--- src/rtl/imem_loader.sv ---
// Instruction memory loader: unpacks a framed byte stream (LEN, payload, CHK)
// into instruction words, writes them from address 0 and holds the CPU while loading.
module imem_loader #(
  parameter int INSTR_W = 16,
  parameter int ADDR_W  = 8
) (
  input  logic               clk,
  input  logic               reset,
  input  logic               start_i,
  input  logic [7:0]         rx_data_i,
  input  logic               rx_valid_i,
  output logic               rx_ready_o,
  output logic               imem_we_o,
  output logic [ADDR_W-1:0]  imem_addr_o,
  output logic [INSTR_W-1:0] imem_data_o,
  output logic               cpu_hold_o,
  output logic               done_o,
  output logic               err_o,
  output logic [ADDR_W:0]    count_o
);
  localparam int BPW       = INSTR_W / 8;
  localparam int BC_W      = (BPW > 1) ? $clog2(BPW) : 1;
  localparam int MAX_WORDS = 1 << ADDR_W;

  typedef enum logic [2:0] {S_IDLE, S_LEN, S_DATA, S_WR, S_CHK, S_DONE, S_ERR} state_t;

  state_t             state;
  logic [7:0]         acc;
  logic [ADDR_W:0]    n_words;
  logic [BC_W-1:0]    bcnt;
  logic [INSTR_W-1:0] word;
  logic [INSTR_W-1:0] word_nxt;
  logic [ADDR_W:0]    count_inc;
  logic               take;

  assign take      = rx_ready_o & rx_valid_i;
  assign count_inc = count_o + 1'b1;

  // Payload arrives MSB first, so each byte shifts in at the bottom.
  if (BPW > 1) begin : g_shift
    assign word_nxt = {word[INSTR_W-9:0], rx_data_i};
  end else begin : g_byte
    assign word_nxt = rx_data_i;
  end

  always_ff @(posedge clk or negedge reset) begin
    if (!reset) begin
      state       <= S_IDLE;
      rx_ready_o  <= 1'b0;
      imem_we_o   <= 1'b0;
      imem_addr_o <= '0;
      imem_data_o <= '0;
      cpu_hold_o  <= 1'b0;
      done_o      <= 1'b0;
      err_o       <= 1'b0;
      count_o     <= '0;
      acc         <= '0;
      n_words     <= '0;
      bcnt        <= '0;
      word        <= '0;
    end else begin
      imem_we_o <= 1'b0;
      case (state)
        S_IDLE, S_DONE, S_ERR: begin
          if (start_i) begin
            state      <= S_LEN;
            rx_ready_o <= 1'b1;
            cpu_hold_o <= 1'b1;
            done_o     <= 1'b0;
            err_o      <= 1'b0;
            count_o    <= '0;
            acc        <= '0;
            bcnt       <= '0;
          end
        end
        S_LEN: begin
          if (take) begin
            acc     <= rx_data_i;
            n_words <= (ADDR_W+1)'(rx_data_i);
            // Only reachable for address spaces narrower than 256 words.
            if (int'(rx_data_i) > MAX_WORDS) begin
              state      <= S_ERR;
              rx_ready_o <= 1'b0;
              err_o      <= 1'b1;
            end else if (rx_data_i == 8'h00) begin
              state <= S_CHK;
            end else begin
              state <= S_DATA;
            end
          end
        end
        S_DATA: begin
          if (take) begin
            acc  <= acc ^ rx_data_i;
            word <= word_nxt;
            if (bcnt == BC_W'(BPW - 1)) begin
              bcnt        <= '0;
              state       <= S_WR;
              rx_ready_o  <= 1'b0;
              imem_we_o   <= 1'b1;
              imem_addr_o <= count_o[ADDR_W-1:0];
              imem_data_o <= word_nxt;
            end else begin
              bcnt <= bcnt + 1'b1;
            end
          end
        end
        S_WR: begin
          count_o    <= count_inc;
          rx_ready_o <= 1'b1;
          state      <= (count_inc == n_words) ? S_CHK : S_DATA;
        end
        S_CHK: begin
          if (take) begin
            rx_ready_o <= 1'b0;
            if (rx_data_i == acc) begin
              state      <= S_DONE;
              done_o     <= 1'b1;
              cpu_hold_o <= 1'b0;
            end else begin
              // Hold stays asserted so a partial program never runs.
              state <= S_ERR;
              err_o <= 1'b1;
            end
          end
        end
        default: state <= S_IDLE;
      endcase
    end
  end
endmodule
--- config.mk ---
export PLATFORM = sky130hd
export DESIGN_NAME = imem_loader
export DESIGN_NICKNAME = d
export VERILOG_FILES = /design/src/rtl/imem_loader.sv
export SDC_FILE = /design/constraint.sdc
export NUM_CORES = 1
export LEC_CHECK = 0
export ABC_AREA = 1
export BUFFER_PORTS_ARGS = -buffer_cell sky130_fd_sc_hd__buf_2
export CAP_MARGIN = 40
export CORE_MARGIN = 10
export CORE_UTILIZATION = 56
export CTS_CLUSTER_SIZE = 30
export DETAILED_ROUTE_END_ITERATION = 16
export GPL_TIMING_DRIVEN = 0
export PLACE_DENSITY = 0.85
export SYNTH_ARGS = -nofsm -noshare
export SYNTH_HDL_FRONTEND = slang
export SYNTH_SLANG_ARGS = --single-unit
--- constraint.sdc ---
create_clock -name clk -period 2.4 [get_ports clk]
set_clock_uncertainty 0.1 [all_clocks]
set_input_delay 0.6 -clock clk [delete_from_list [all_inputs] [get_ports clk]]
set_output_delay 0.6 -clock clk [all_outputs]
set_load 0.01 [all_outputs]
Word-level counts from Yosys, hierarchy flattened
Cells that the tools add are included.
- bits in registers: 66
- bits of input ports: 12
- output and inout bits: 38
- logic and storage cells: 86
- $add $sub $neg: 2
- equal/unequal tests: 15
- multiplexer cells: 36
- bitwise gates (word level): 2
- reductions and logical operators: 18
- operators with widths (cell ; count):
    $mux 8 ; 3
    $pmux 8 s3 ; 1
    $mux 3 ; 7
    $pmux 9 s2 ; 1
    $mux 1 ; 16
    $pmux 3 s5 ; 1
    $ne 2x2->1 const B ; 7
    $reduce_and 4->1 ; 3
    $reduce_and 5->1 ; 2
    $add 9x1->9 const B ; 1
    $eq 3x3->1 const B ; 3
    $eq 9x8->1 ; 1
    $mux 9 ; 1
    $eq 8x8->1 ; 1
    $logic_not 8->1 ; 1
    $pmux 1 s2 ; 4
    $xor 8x8->8 ; 1
    $eq 3x2->1 const B ; 2
    $reduce_and 2->1 ; 3
    $reduce_and 3->1 ; 2
    $reduce_bool 2->1 ; 3
    $pmux 1 s4 ; 1
    $reduce_bool 4->1 ; 1
    $eq 3x1->1 const B ; 1
    other kinds (6) ; 6

Depth between registers and ports, before layout
Gate-level depths: netlist (run 1).
- word-level depth: 4
- gate-level depth with buffers: 14

Least setup slack after synthesis (run 1)
No wires, ideal clock.
- kind: register to register
- start point: register count_o[0]
- end point: register state[1]
- arrival time: 1.568 ns
- path slack: 0.615 ns
- stages on the path, launching flop included: 15
- path buffers: 0
- cell sequence: dfrtp_1 ha_1 nand2_1 nor2_1 nand2_1 nand2_1 nand2_1 nand2_1 nand2_1 nor2_1 nand3_1 nand2_1 nand2_1 nand2_1 nand2_1
- cells in the longest elaborated chain, start to end: 4
- ends and longest elaborated chain (item ; RTL line ; text):
    start, declared ; 19 ; output logic [ADDR_W:0] count_o
    start signal, assigned ; 109 ; count_o <= count_inc;
    $add 9x1->9 ; 37 ; assign count_inc = count_o + 1'b1;
    $eq 9x8->1 ; 111 ; state <= (count_inc == n_words) ? S_CHK : S_DATA;
    $mux 3 ; 111 ;
    $pmux 3 s5 ; 63 ; case (state)
    end signal, assigned ; 111 ;
    end, declared ; 27 ; state_t state;
Every way passes these cells.
A chain may end at the register's enable or synchronous reset.

Final worst setup path (run 1)
Ends and elaborated chain as after synthesis.

==> results of run 1 <==
-- synth_stat cells, drive strengths merged --
| cell | n | share of area (%) |
|---|---|---|
| nand2 | 129 | 15 |
| dfrtp | 66 | 51 |
| o21ai | 58 | 11 |
| inv | 51 | 5.9 |
| nor2 | 22 | 3.6 |
| nand3 | 16 | 2.5 |
| o22ai | 11 | 2.1 |
| xnor2 | 7 | 1.9 |
| buf | 6 | 2.1 |
| nor3 | 6 | 1.6 |
| a21oi | 3 | 0.46 |
| nand3b | 3 | 0.70 |
| xor2 | 3 | 0.81 |
| clkbuf | 2 | 0.23 |
| nand4 | 2 | 0.39 |
| a21boi | 1 | 0.23 |
| ha | 1 | 0.39 |
| o21bai | 1 | 0.23 |
-- per-layer routing --
layer  vias up  GRT usage (%)  wire [µm]
li1       1356              -          -
met1      1309           21.2       3270
met2        84           30.2       3750
met3         7           5.14        525
met4         0           6.14         97
met5         -              0          0
-- through the flow --
step,std cells,setup WS (ns)
global placement,509,0.404
finish,524,0.337
CTS,524,0.357
global route,524,0.118
floorplan,388,0.615
detailed placement,509,0.355
-- power by group through the flow --
stage | Combinational, µW | Clock [µW] | Sequential [µW]
final | 2040 | 932 | 1840
after detailed placement | 2040 | 0 | 1860
after floorplan | 1330 | 0 | 1930
after global routing | 2310 | 992 | 1900
after global placement | 1980 | 0 | 1830
after CTS | 2060 | 942 | 1840
-- area by class of cell --
type	instances	area (µm²)
timing repair buffer	49	248
tap	72	90.1
buffer	8	75.1
multi-input combinational	263	1320
sequential	66	1650
inverter	51	191
clock buffer	10	138
clock inverter	5	55.1
fill	439	1810
-- registers in the layout, summed over array words and instances (netlist names) --
| name | cells |
|---|---|
| err_o | 1 |
| n_words | 8 |
| word | 8 |
| state | 3 |
| cpu_hold_o | 1 |
| rx_ready_o | 1 |
| imem_data_o | 16 |
| acc | 8 |
| count_o | 9 |
| bcnt | 1 |
| imem_addr_o | 8 |
| imem_we_o | 1 |
| done_o | 1 |
-- cell families after synthesis --
group           Yosys count  synth area share [%]
simple gates            178                  24.0
fa+ha+maj                 1                 0.386
xor+xnor                 10                  2.71
flops                    66                  51.0
buf+inv                  59                  8.23
compound gates           74                  13.6
-- path summary, 6_finish.rpt --
check                                 from               to  slack, ns
min in group clk           imem_data_o[10]  imem_data_o[10]       0.37
setup reg to reg                count_o[0]         state[1]       0.34
setup / recovery                count_o[0]         state[1]       0.34
hold reg to reg            imem_data_o[10]  imem_data_o[10]       0.37
hold / removal                       reset   imem_data_o[1]       0.25
max in group asynchronous            reset       rx_ready_o       1.41
==> metrics, run 1 <==
outcome=finished, final reports clean; post-synthesis sequential area ratio=51.0%; Hold Path Class=primary input to async pin; Die Ht=96.0 µm; number of synthesized register bits=66; initial antenna violation count=0; Post-Syn Nets=401; CP peak stage delay=0.48 ns; DR vias=2,756; Cell Pwr Density=1280 nW/µm²; WL per Instance=14.6 µm; Final ANT Viol Nets=0; DRC viols=0; CP arrival=2.20 ns; first-pass GRT wire length=13,100 µm; Max-slew headroom=45.6%; Hold Slack=0.249 ns; Worst path top cell family by delay=simple AND/OR/NAND/NOR gates; worst vdd ir=0.000647 V; CP cell instances=ha_1, nand2_1, nor2_1, nand2_1, nand2_1, nand2_1, nand2_1, nand2_1, nor2_1, nand3_1, nand2_1, nand2_1, nand2_1, nand2_1; MaxCap Viol Count=0; post-DP HPWL=5530 µm; share of post-route cells with drive strength above 1=21.2%; Root Buffer=clkbuf_8; Max FO, Critical Path=6; Crit Path Class=flip-flop to flip-flop; switching power=1980 µW; Num CTS Buffers=9; total track usage=17.8%; Max Freq=0.485 GHz; core region area=5570 µm²; RSZ-0062 raised after global routing=false; Reg2Reg Depth=14; post_cts resized=0; routability cong.=0.850; htree depth=3; clk_lat worst skew=0.34 ns; commonest non-fill, non-tap cell in the layout=nand2_1; Inserted Diodes=0; buffers and inverters on the worst path=0; Internal Power=2830 µW; final hold vios=0; critical path launch point type=flip-flop; Final Power=4810 µW; cell mode on critical path=nand2_1; placed cell areas=3570 µm²; total setup buffers inserted after CTS=0; leakage power total=0.00194 µW; crit path time final=2.06 ns; largest buffer count on any clock path=2; clock power share=19.4%; clock sinks=66; Die Wd=96.0 µm; Initial Utilization=58.1%; Routed WL=7640 µm; area grow syn2layout=16.4%; num rows=27; Comb pwr share=42.4%; max-slew violations=0; Starting DRT DRC Count=161; synthesized instance count=388; Syn Area/Cell=8.34 µm²; power share of the sequential group=38.2%; Synth warnings=0; IO buf count=49; clk slew on worst S/H paths=0.07 ns; largest net degree at the start of global routing=67; Die Area=9220 µm²; Final Setup Violations=0; design area=3770 µm²; Tcrit/Tclk final=86.0%; final setup TNS=0 ns; sw frac=41.1%; Layout Nets=461; GRT Residual Overflow=0; most frequent cells in the layout=nand2_1 (127), dfrtp_1 (66), inv_1 (48), buf_2 (48), o21ai_0 (30); vias per cell=5.26; Worst path depth=14; Ports=50; vias in the first global route=2,789; CP Data Required Time=2.54 ns; # hold bufs at CTS=0; drt pass-1 iters=4; CTS tree=yes; post-layout util=67.6%; Yosys cell types=26; CP endpoint kind=flip-flop; slew at the pin closest to its max-slew limit=0.815 ns; slowest CP cell=dfrtp_1; area of the mapped netlist=3240 µm²
No activity file was read; power rests on OpenSTA's default activity.
==> inputs of run 2 (changes only) <==
CORE_MARGIN = 2   (was 10)
==> run 2 against run 1 <==
Effect of this change:
- sequential power about the same
- wire length down 6.9%
- design area up 0.27%
- hold slack worse by 0.0095 ns
- sequential share of layout area down 0.12 points
- sequential cell count unchanged
- first-iteration DRC count up 35%
- clock power up 3.3%
- global-route usage up 6.7 points
- count of clock-buffer cells in the layout unchanged
- total power up 0.22%
- setup slack better by 0.090 ns
- largest cell class unchanged
==> metrics, run 2 (same netlist as run 1, synthesis figures left out) <==
outcome=finished, final reports clean; Reg area=1650 µm²; Inserted Diodes=0; Num CTS Buffers=9; # hold bufs at CTS=0; final setup TNS=0 ns; routability cong.=0.853; Reg2Reg Depth=14; GRT Residual Overflow=0; leakage power total=0.00195 µW; largest net degree at the start of global routing=67; final hold vios=0; Max FO, Critical Path=6; max-slew violations=0; Largest Register=imem_data_o; post_cts resized=0; Die Area=6400 µm²; crit path time final=1.97 ns; fillcell total=436; CP cell instances=ha_1, nand2_1, nor2_1, nand2_1, nand2_1, nand2_1, nand2_1, nand2_1, nor2_1, nand3_1, nand2_1, nand2_1, nand2_1, nand2_1; clock sinks=66; Ports=50; DRC viols=0; Die Ht=80.0 µm; largest buffer count on any clock path=2; Tcrit/Tclk final=82.2%; post-DP HPWL=5020 µm; vias in the first global route=2,750; commonest non-fill, non-tap cell in the layout=nand2_1; drt pass-1 iters=5; CP endpoint kind=flip-flop; initial antenna violation count=0; switching power=1980 µW; DR vias=2,809; Comb pwr share=41.7%; Layout Nets=461; Die Wd=80.0 µm; max reg flops=16; total setup buffers inserted after CTS=0; critical path launch point type=flip-flop; total track usage=24.5%; CTS tree=yes; Internal Power=2840 µW; CP peak stage delay=0.46 ns; htree depth=3; RSZ-0062 raised after global routing=false; Root Buffer=clkbuf_8; Initial Utilization=58.4%; share of post-route cells with drive strength above 1=21.4%; power share of the sequential group=38.3%; Cell Pwr Density=1280 nW/µm²; multi-input logic area=1320 µm²; MaxCap Viol Count=0; CP arrival=2.12 ns; cell mode on critical path=nand2_1; top flop regs=imem_data_o x16, count_o x9; Final Power=4820 µW; Routed WL=7110 µm; slowest CP cell=dfrtp_1; most frequent cells in the layout=nand2_1 (127), dfrtp_1 (66), inv_1 (48), buf_2 (48), o21ai_0 (30); area grow syn2layout=16.7%; Crit Path Class=flip-flop to flip-flop; num rows=27; Starting DRT DRC Count=217; Final ANT Viol Nets=0; Final Setup Violations=0; first-pass GRT wire length=12,100 µm; core region area=5540 µm²; vias per cell=5.35; slew at the pin closest to its max-slew limit=0.803 ns; sw frac=41.0%; Max-slew headroom=46.4%; worst vdd ir=0.000754 V; CP Data Required Time=2.55 ns; Max Freq=0.507 GHz; Hold Path Class=primary input to async pin; clock power share=20.0%; WL per Instance=13.6 µm; clk_lat worst skew=0.35 ns; clk slew on worst S/H paths=0.08 ns; IO buf count=49
[run 2: cell types whose count changed in the layout (fill, tap and decap cells not counted)]
cell        before  now
clkinv_4         0    1
inv_6            0    1
clkinvlp_4       2    1
[run 2: layer usage]
metal | GRT usage [%] | part of all wire [%] | vias to the layer above
met3 | 3.96 | 4.0 | 17
met2 | 40.8 | 49 | 82
met5 | 0 | 0 | -
li1 | - | - | 1370
met4 | 12.5 | 2.2 | 0
met1 | 30.6 | 44 | 1340
[run 2: cell type report]
cell class | count | area share (%)
timing repair buffer | 49 | 6.56
multi-input combinational | 263 | 34.9
clock buffer | 10 | 3.64
buffer | 8 | 1.99
inverter | 51 | 5.07
sequential | 66 | 43.7
clock inverter | 6 | 1.72
tap | 72 | 2.38
[run 2: critical path: cells and delay by family, from the launching register on]
kind,cells,cell delay (ns)
and+or+nand+nor,13,1.08
DFF,1,0.46
adders and majority gates,1,0.23
[run 2: worst paths after layout]
check	slack, ns	to	startpoint
setup / recovery	0.43	state[1]	count_o[0]
min in group clk	0.37	imem_data_o[11]	imem_data_o[11]
setup reg to reg	0.43	state[1]	count_o[0]
hold reg to reg	0.37	imem_data_o[11]	imem_data_o[11]
hold / removal	0.24	imem_data_o[1]	reset
max in group asynchronous	1.44	acc[2]	reset
[run 2: stage by stage]
step	cell area [µm²]	util [%]	setup WS, ns	hold slack, ns	cells
floorplan	3240	-	0.615	0.204	388
global placement	3570	64.5	0.392	0.349	509
CTS	3780	68.2	0.434	0.276	525
global route	3780	68.2	0.126	0.320	525
finish	3780	68.2	0.426	0.240	525
detailed placement	3570	64.5	0.449	0.355	509
[run 2: power groups by stage]
stage | Combinational, µW | Clock, µW | Sequential, µW
after floorplan | 1330 | 0 | 1930
after global placement | 1950 | 0 | 1840
after detailed placement | 2010 | 0 | 1860
after CTS | 2030 | 972 | 1840
after global routing | 2290 | 1020 | 1900
final | 2010 | 963 | 1850
